## config.mk

```make
export PLATFORM = sky130hd
export DESIGN_NAME = seg7_scan_driver_flat
export DESIGN_NICKNAME = d
export VERILOG_FILES = /design/src/rtl/seg7_scan_driver_if.sv /design/src/rtl/seg7_scan_driver.sv /design/src/flat_wrapper.sv
export SDC_FILE = /design/constraint.sdc
export NUM_CORES = 1
export LEC_CHECK = 0
export CAP_MARGIN = 20
export CELL_PAD_IN_SITES_DETAIL_PLACEMENT = 0
export CELL_PAD_IN_SITES_GLOBAL_PLACEMENT = 1
export CORE_AREA = 5 5 96 133
export CTS_CLUSTER_DIAMETER = 200
export CTS_CLUSTER_SIZE = 14
export DETAILED_ROUTE_END_ITERATION = 10
export DIE_AREA = 0 0 101 138
export PLACE_DENSITY_LB_ADDON = 0.1
export SETUP_SLACK_MARGIN = 0.2
export SYNTH_ARGS = -nofsm -noshare
export SYNTH_HDL_FRONTEND = slang
export SYNTH_SLANG_ARGS = --single-unit
```

## constraint.sdc

```tcl
create_clock -name iCLK -period 3.1 [get_ports iCLK]
set_input_delay 0.465 -clock iCLK [delete_from_list [all_inputs] [get_ports iCLK]]
set_output_delay 0.465 -clock iCLK [all_outputs]
set_load 0.01 [all_outputs]
```

## src/rtl/seg7_scan_driver_if.sv

```systemverilog
// seg7_scan_driver_if
//   Load bus feeding the seven-segment scan driver.
//   iLOAD  : single-cycle strobe capturing iDIG/iDP/iBLANK
//   iDIG   : packed hex values, bits [3:0] = digit 0 (rightmost)
//   iDP    : decimal point request per digit, 1 = lit
//   iBLANK : force digit dark, 1 = blank
//   master : producer of display values; slave : seg7_scan_driver
interface seg7_scan_driver_if #(
   parameter int unsigned NUM_DIGITS = 4
);
   logic                    iLOAD;
   logic [4*NUM_DIGITS-1:0] iDIG;
   logic [NUM_DIGITS-1:0]   iDP;
   logic [NUM_DIGITS-1:0]   iBLANK;

   modport master (output iLOAD, iDIG, iDP, iBLANK);
   modport slave  (input  iLOAD, iDIG, iDP, iBLANK);
endinterface

```

## src/rtl/seg7_scan_driver.sv

```systemverilog
// seg7_scan_driver
//   Time-multiplexed driver for NUM_DIGITS common-anode 7-segment digits on a
//   shared segment bus. Each digit slot is SCAN_DIV cycles: BLANK_CYCLES of
//   dead time (all digits off) followed by the lit portion. Loaded values sit
//   in shadow registers and reach the display registers only at a frame
//   boundary, so a digit never changes mid-frame.
//   Optional macro SEG7_LZB_EN enables leading-zero blanking.
// Ports:
//   iCLK, iRST_N : clock, asynchronous active-low reset
//   iEN          : scan enable, low = all digits dark
//   bus          : load bus (iLOAD, iDIG, iDP, iBLANK), slave side
//   oSEG         : segments a..g (bit0=a), active-low
//   oSEG_DP      : decimal point, active-low
//   oDIG_EN      : digit enables, polarity per DIG_ACTIVE_LOW
//   oFRAME       : one-cycle pulse at the start of each frame
module seg7_scan_driver #(
   parameter int unsigned NUM_DIGITS     = 4,
   parameter int unsigned SCAN_DIV       = 50000,
   parameter int unsigned BLANK_CYCLES   = 500,
   parameter bit          DIG_ACTIVE_LOW = 1'b1
) (
   input  logic                  iCLK,
   input  logic                  iRST_N,
   input  logic                  iEN,
   seg7_scan_driver_if.slave     bus,
   output logic [6:0]            oSEG,
   output logic                  oSEG_DP,
   output logic [NUM_DIGITS-1:0] oDIG_EN,
   output logic                  oFRAME
);

   localparam int unsigned CNT_W = $clog2(SCAN_DIV);
   localparam int unsigned IDX_W = $clog2(NUM_DIGITS);

   typedef enum logic [1:0] {S_IDLE, S_BLANK, S_SHOW} state_t;

   state_t                  state_q, state_d;
   logic [CNT_W-1:0]        cnt_q, cnt_d;
   logic [IDX_W-1:0]        idx_q, idx_d;
   logic                    frame_start;

   logic [4*NUM_DIGITS-1:0] sh_dig_q, disp_dig_q;
   logic [NUM_DIGITS-1:0]   sh_dp_q, disp_dp_q;
   logic [NUM_DIGITS-1:0]   sh_blank_q, disp_blank_q;
   logic [NUM_DIGITS-1:0]   hide;

   logic [3:0]              cur_val;
   logic [NUM_DIGITS-1:0]   en_vec;
   logic [6:0]              seg_q, seg_d;
   logic                    dp_q, dp_d;
   logic [NUM_DIGITS-1:0]   den_q, den_d;
   logic                    frame_q, frame_d;

   // Active-low glyphs, g..a
   function automatic logic [6:0] glyph(input logic [3:0] v);
      case (v)
         4'h0:    glyph = 7'b1000000;
         4'h1:    glyph = 7'b1111001;
         4'h2:    glyph = 7'b0100100;
         4'h3:    glyph = 7'b0110000;
         4'h4:    glyph = 7'b0011001;
         4'h5:    glyph = 7'b0010010;
         4'h6:    glyph = 7'b0000010;
         4'h7:    glyph = 7'b1111000;
         4'h8:    glyph = 7'b0000000;
         4'h9:    glyph = 7'b0011000;
         4'hA:    glyph = 7'b0001000;
         4'hB:    glyph = 7'b0000011;
         4'hC:    glyph = 7'b1000110;
         4'hD:    glyph = 7'b0100001;
         4'hE:    glyph = 7'b0000110;
         default: glyph = 7'b0001110;
      endcase
   endfunction

   // Scan state: one slot counter spans BLANK and SHOW of a digit slot.
   always_ff @(posedge iCLK or negedge iRST_N) begin
      if (!iRST_N) begin
         state_q <= S_IDLE;
         cnt_q   <= '0;
         idx_q   <= '0;
      end else begin
         state_q <= state_d;
         cnt_q   <= cnt_d;
         idx_q   <= idx_d;
      end
   end

   always_comb begin
      state_d     = state_q;
      cnt_d       = cnt_q;
      idx_d       = idx_q;
      frame_start = 1'b0;
      if (!iEN) begin
         state_d = S_IDLE;
         cnt_d   = '0;
         idx_d   = '0;
      end else begin
         case (state_q)
            S_IDLE: begin
               // Leaving IDLE starts a fresh frame, so it is a frame boundary too.
               state_d     = S_BLANK;
               cnt_d       = '0;
               idx_d       = '0;
               frame_start = 1'b1;
            end
            S_BLANK: begin
               cnt_d = cnt_q + CNT_W'(1);
               if (cnt_q == CNT_W'(BLANK_CYCLES - 1)) state_d = S_SHOW;
            end
            S_SHOW: begin
               if (cnt_q == CNT_W'(SCAN_DIV - 1)) begin
                  state_d = S_BLANK;
                  cnt_d   = '0;
                  if (idx_q == IDX_W'(NUM_DIGITS - 1)) begin
                     idx_d       = '0;
                     frame_start = 1'b1;
                  end else begin
                     idx_d = idx_q + IDX_W'(1);
                  end
               end else begin
                  cnt_d = cnt_q + CNT_W'(1);
               end
            end
            default: state_d = S_IDLE;
         endcase
      end
   end

   // Double buffering; a load coinciding with a boundary bypasses the shadow.
   always_ff @(posedge iCLK or negedge iRST_N) begin
      if (!iRST_N) begin
         sh_dig_q     <= '0;
         sh_dp_q      <= '0;
         sh_blank_q   <= '0;
         disp_dig_q   <= '0;
         disp_dp_q    <= '0;
         disp_blank_q <= '0;
      end else begin
         if (bus.iLOAD) begin
            sh_dig_q   <= bus.iDIG;
            sh_dp_q    <= bus.iDP;
            sh_blank_q <= bus.iBLANK;
         end
         if (frame_start) begin
            if (bus.iLOAD) begin
               disp_dig_q   <= bus.iDIG;
               disp_dp_q    <= bus.iDP;
               disp_blank_q <= bus.iBLANK;
            end else begin
               disp_dig_q   <= sh_dig_q;
               disp_dp_q    <= sh_dp_q;
               disp_blank_q <= sh_blank_q;
            end
         end
      end
   end

`ifdef SEG7_LZB_EN
   logic [NUM_DIGITS-1:0] lzb_mask;
   logic                  lz_run;

   // Walk from the most significant digit down to digit 1; stop at the first
   // nonzero value or lit decimal point. Digit 0 is never considered.
   always_comb begin
      lzb_mask = '0;
      lz_run   = 1'b1;
      for (int unsigned k = 1; k < NUM_DIGITS; k++) begin
         if (lz_run && (disp_dig_q[4*(NUM_DIGITS-k) +: 4] == 4'h0)
             && !disp_dp_q[NUM_DIGITS-k])
            lzb_mask[NUM_DIGITS-k] = 1'b1;
         else
            lz_run = 1'b0;
      end
   end

   assign hide = disp_blank_q | lzb_mask;
`else
   assign hide = disp_blank_q;
`endif

   // Output decode; iEN low darkens outputs on the very next edge.
   always_comb begin
      seg_d   = '1;
      dp_d    = 1'b1;
      en_vec  = '0;
      frame_d = 1'b0;
      cur_val = disp_dig_q[{idx_q, 2'b00} +: 4];
      if (iEN) begin
         frame_d = (state_q == S_BLANK) && (idx_q == '0) && (cnt_q == '0);
         if ((state_q == S_SHOW) && !hide[idx_q]) begin
            seg_d         = glyph(cur_val);
            dp_d          = ~disp_dp_q[idx_q];
            en_vec[idx_q] = 1'b1;
         end
      end
      den_d = DIG_ACTIVE_LOW ? ~en_vec : en_vec;
   end

   always_ff @(posedge iCLK or negedge iRST_N) begin
      if (!iRST_N) begin
         seg_q   <= '1;
         dp_q    <= 1'b1;
         den_q   <= {NUM_DIGITS{DIG_ACTIVE_LOW}};
         frame_q <= 1'b0;
      end else begin
         seg_q   <= seg_d;
         dp_q    <= dp_d;
         den_q   <= den_d;
         frame_q <= frame_d;
      end
   end

   assign oSEG    = seg_q;
   assign oSEG_DP = dp_q;
   assign oDIG_EN = den_q;
   assign oFRAME  = frame_q;

endmodule

```

## src/flat_wrapper.sv

```systemverilog
// flat-port wrapper written by rule: the top's interface ports become plain ports
module seg7_scan_driver_flat 
#(
   parameter int unsigned NUM_DIGITS     = 4,
   parameter int unsigned SCAN_DIV       = 50000,
   parameter int unsigned BLANK_CYCLES   = 500,
   parameter bit          DIG_ACTIVE_LOW = 1'b1
)
  (iCLK, iRST_N, iEN, oSEG, oSEG_DP, oDIG_EN, oFRAME, bus_iLOAD, bus_iDIG, bus_iDP, bus_iBLANK);
  seg7_scan_driver_if #(.NUM_DIGITS(NUM_DIGITS)) bus_i ();
  input  logic iCLK;
  input  logic iRST_N;
  input  logic iEN;
  output logic [6:0] oSEG;
  output logic oSEG_DP;
  output logic [NUM_DIGITS-1:0] oDIG_EN;
  output logic oFRAME;
  input wire logic [$bits(bus_i.iLOAD)-1:0] bus_iLOAD;
  input wire logic [$bits(bus_i.iDIG)-1:0] bus_iDIG;
  input wire logic [$bits(bus_i.iDP)-1:0] bus_iDP;
  input wire logic [$bits(bus_i.iBLANK)-1:0] bus_iBLANK;
  assign bus_i.iLOAD = bus_iLOAD;
  assign bus_i.iDIG = bus_iDIG;
  assign bus_i.iDP = bus_iDP;
  assign bus_i.iBLANK = bus_iBLANK;
  seg7_scan_driver #(.NUM_DIGITS(NUM_DIGITS), .SCAN_DIV(SCAN_DIV), .BLANK_CYCLES(BLANK_CYCLES), .DIG_ACTIVE_LOW(DIG_ACTIVE_LOW)) u_core (.iCLK(iCLK), .iRST_N(iRST_N), .iEN(iEN), .bus(bus_i), .oSEG(oSEG), .oSEG_DP(oSEG_DP), .oDIG_EN(oDIG_EN), .oFRAME(oFRAME));
endmodule
```

==> run_results.csv <==
group,metric,value,unit
yosys,synth_seq_cells,81,
critical_path,endpoint,"u_core.disp_dp_q[3]",
placed_design,gp_congestion,0.816,
cells_and_area,multi_input_area,1720,um2
cells_and_area,seqCellArea,2040,um2
floorplan,dieHeight,138,um
critical_path,path_depth,6,
critical_path,cp-end-kind,"flip-flop",
status,run_status,"completed",
cells_and_area,final_cell_mix,"dfrtp_1 (69), mux2_2 (47), clkdlybuf4s50_1 (39)",
yosys,synth_top_area_share,44.2,%
sta,setup_tns,0,ps
floorplan,rows,46,
sta,fmax,0.371,GHz
global_route,antenna_found_initial,0,
routing,wire_per_inst,16.5,um
yosys,avgSynthCellArea,12.0,um2
floorplan,core,11300,um2
clock_tree,insertion_delay,330,ps
clock_tree,cts_root_buffer,"clkbuf_16",
global_route,grt_pass1_wl,14.5,mm
run,cap_violations,0,
clock_tree,cts_setup_buffers,0,
sta,final_max_slew_viol_count,0,
sta,layout_worst_path_cycle_share,86.9,%
critical_path,cp-start-kind,"flip-flop",
routing,finalWirelength,8.52,mm
sta,rsz0062_at_grt,"no",
sta,hold_viol,0,
routing,first_iter_violations,83,
critical_path,max_stage_delay,570,ps
clock_tree,clk_pin_slew,60,ps
clock_tree,cts_num_sinks,81,
cells_and_area,final_common_cell,"dfrtp_1",
floorplan,start_util,34.4,%
clock_tree,h-tree-depth,3,
critical_path,cp_cell_sequence,"or4_1, or3_4, or2_1, o21ai_4, buf_4, mux2_2",
sta,worst_slew_pin_slew,533,ps
sta,hold_slack,489,ps
clock_tree,cts_tree,"yes",
critical_path,reg2reg_to,"u_core.disp_dp_q[3]",
yosys,synthCells,326,
global_route,overflow,0,
critical_path,crit_slowest_cell,"or4_1",
yosys,synth_area_leader_cell,"dfrtp_1",
clock_tree,cts_buffer_depth,2,
yosys,synth_area_leaders,"dfrtp_1 (44%), mux2_2 (14%), dfstp_2 (8.1%)",
critical_path,worstPathRequired,3320,ps
placed_design,port_buffers,40,
cells_and_area,nets,413,
critical_path,rrSetupSlack,400,ps
yosys,syn_nets,369,
cells_and_area,fill_cells,1087,
clock_tree,cts_made_buffers,9,
placed_design,dpl.hpwl,6.03,mm
yosys,synth_async_sr_flop_share,100,%
floorplan,dieArea,13900,um2
routing,ant_nets,0,
pwr,peakVddDrop,0.000246,V
critical_path,cp_max_fo,24,
cells_and_area,diodes,0,
critical_path,r2r_start,"u_core.cnt_q[13]",
yosys,synth.distinct_cells,43,
global_route,grt_pass1_vias,2800,
sta,fin_skew,4.53,ps
critical_path,crit_arrival,2920,ps
yosys,synth-edff-count,0,
critical_path,ff2ff_path_depth,6,
yosys,ys.flop_type,"dfrtp_1",
pwr,power.density,583,nW/um2
sta,finalCriticalPeriod,2700,ps
cells_and_area,synthToLayoutAreaGrowth,21.8,%
routing,post-route-drc-count,0,
cells_and_area,final_util,41.9,%
yosys,syn-cell-area,3900,um2
critical_path,critical-path-top-delay-family,"simple AND/OR/NAND/NOR gates",
floorplan,ios,41,
floorplan,die_w,101,um
cells_and_area,drive_gt1_share,24.1,%
sta,setup_viol,0,
pwr,p_leak,1.95,nW
critical_path,path_buf_inv,1,
yosys,ys_seq_area_share,52.3,%
critical_path,crit_type,"reg2reg",
critical_path,startpoint,"u_core.cnt_q[13]",
min_path,worstHoldPathType,"reg2reg",
routing,first_pass_iters,4,
sta,slew-limit-headroom,63.4,%
global_route,grt_util_all_layers,13.3,%
routing,vias,2689,
routing,routed_via_density,5.20,
global_route,grt_start_max_net_pins,82,
yosys,yosys_warnings,0,
-- synthesized netlist by cell type (2+ instances only) --
master,number
ha_1,15
inv_1,16
a31oi_1,2
o211a_1,2
mux2_1,3
clkbuf_1,11
and3_1,4
a21o_1,3
a21oi_1,10
or3_1,5
nand3_1,13
nand4_1,4
or2_2,3
o311ai_0,4
a211oi_1,2
nor4b_1,2
mux2i_1,10
o21ai_0,13
dfstp_2,12
o31a_1,2
o221ai_1,5
dfrtp_1,69
or4_1,3
mux4_2,4
mux2_2,47
o211ai_1,2
buf_6,3
nand2_1,28
nor3_1,6
o31ai_1,3
nor2_1,8
-- power breakdown --
part           total, mW  internal, mW  leakage, nW  switching, mW
registers           1.25          1.19        0.979         0.0602
logic              0.540         0.268        0.840          0.272
clock network      0.978         0.558        0.131          0.420
total               2.77          2.02         1.95          0.752
-- routing by layer --
metal | track usage, % | routed length, um | vias to the layer above
li1 | - | - | 1277
met1 | 15.6 | 3350 | 1345
met2 | 23.2 | 4700 | 54
met3 | 2.06 | 300 | 13
met4 | 6.51 | 167 | 0
met5 | 0 | 0 | -
-- flip-flops by register name, summed over array words and instances, names as in the netlist --
register,cells
u_core.oSEG,7
u_core.sh_blank_q,4
u_core.idx_q,2
u_core.disp_dp_q,4
u_core.disp_dig_q,16
u_core.cnt_q,16
u_core.oDIG_EN,4
u_core.state_q,2
u_core.sh_dig_q,16
u_core.oFRAME,1
u_core.oSEG_DP,1
u_core.disp_blank_q,4
u_core.sh_dp_q,4
-- repair_timing --
item,4_1_cts,5_1_grt
hold buffers,0,1
gates resized for setup,0,0
hold endpoints to repair,0,9
-- stage by stage --
stage	std cells	power (mW)	instance area (um2)	setup WS (ps)
CTS	515	2.81	4720	380
floorplan	326	1.64	3910	583
detailed placement	501	1.82	4450	399
global placement	501	1.81	4450	433
global route	517	2.94	4760	309
finish	517	2.77	4760	405
-- final cells by class --
cell class	count	area share, %
clock buffer	10	5.02
clock inverter	4	0.631
inverter	16	1.26
multi-input combinational	214	36.3
sequential	81	42.9
tap	144	3.79
timing repair buffer	48	10.1
-- worst min-delay path by stage --
stage | cells after the start | startpoint | end
finish | 1 | u_core.disp_dig_q[10] | u_core.disp_dig_q[10]
global route | 1 | u_core.sh_dig_q[1] | u_core.sh_dig_q[1]
CTS | 1 | iRST_N | u_core.sh_dig_q[5]
detailed placement | 1 | u_core.disp_dig_q[10] | u_core.disp_dig_q[10]
global placement | 1 | u_core.disp_dig_q[10] | u_core.disp_dig_q[10]
floorplan | 0 | iRST_N | u_core.cnt_q[0]
-- logic make-up after synthesis --
kind of cell | after synthesis | synth area share [%]
adder cells (fa/ha/maj) | 15 | 4.81
buffers and inverters | 31 | 3.56
AND/OR/NAND/NOR | 83 | 10.8
AO/OA/AOI/OAI | 52 | 9.23
flip-flops | 81 | 52.3
multiplexers | 64 | 19.3
Power figures use the tool's default switching activity.
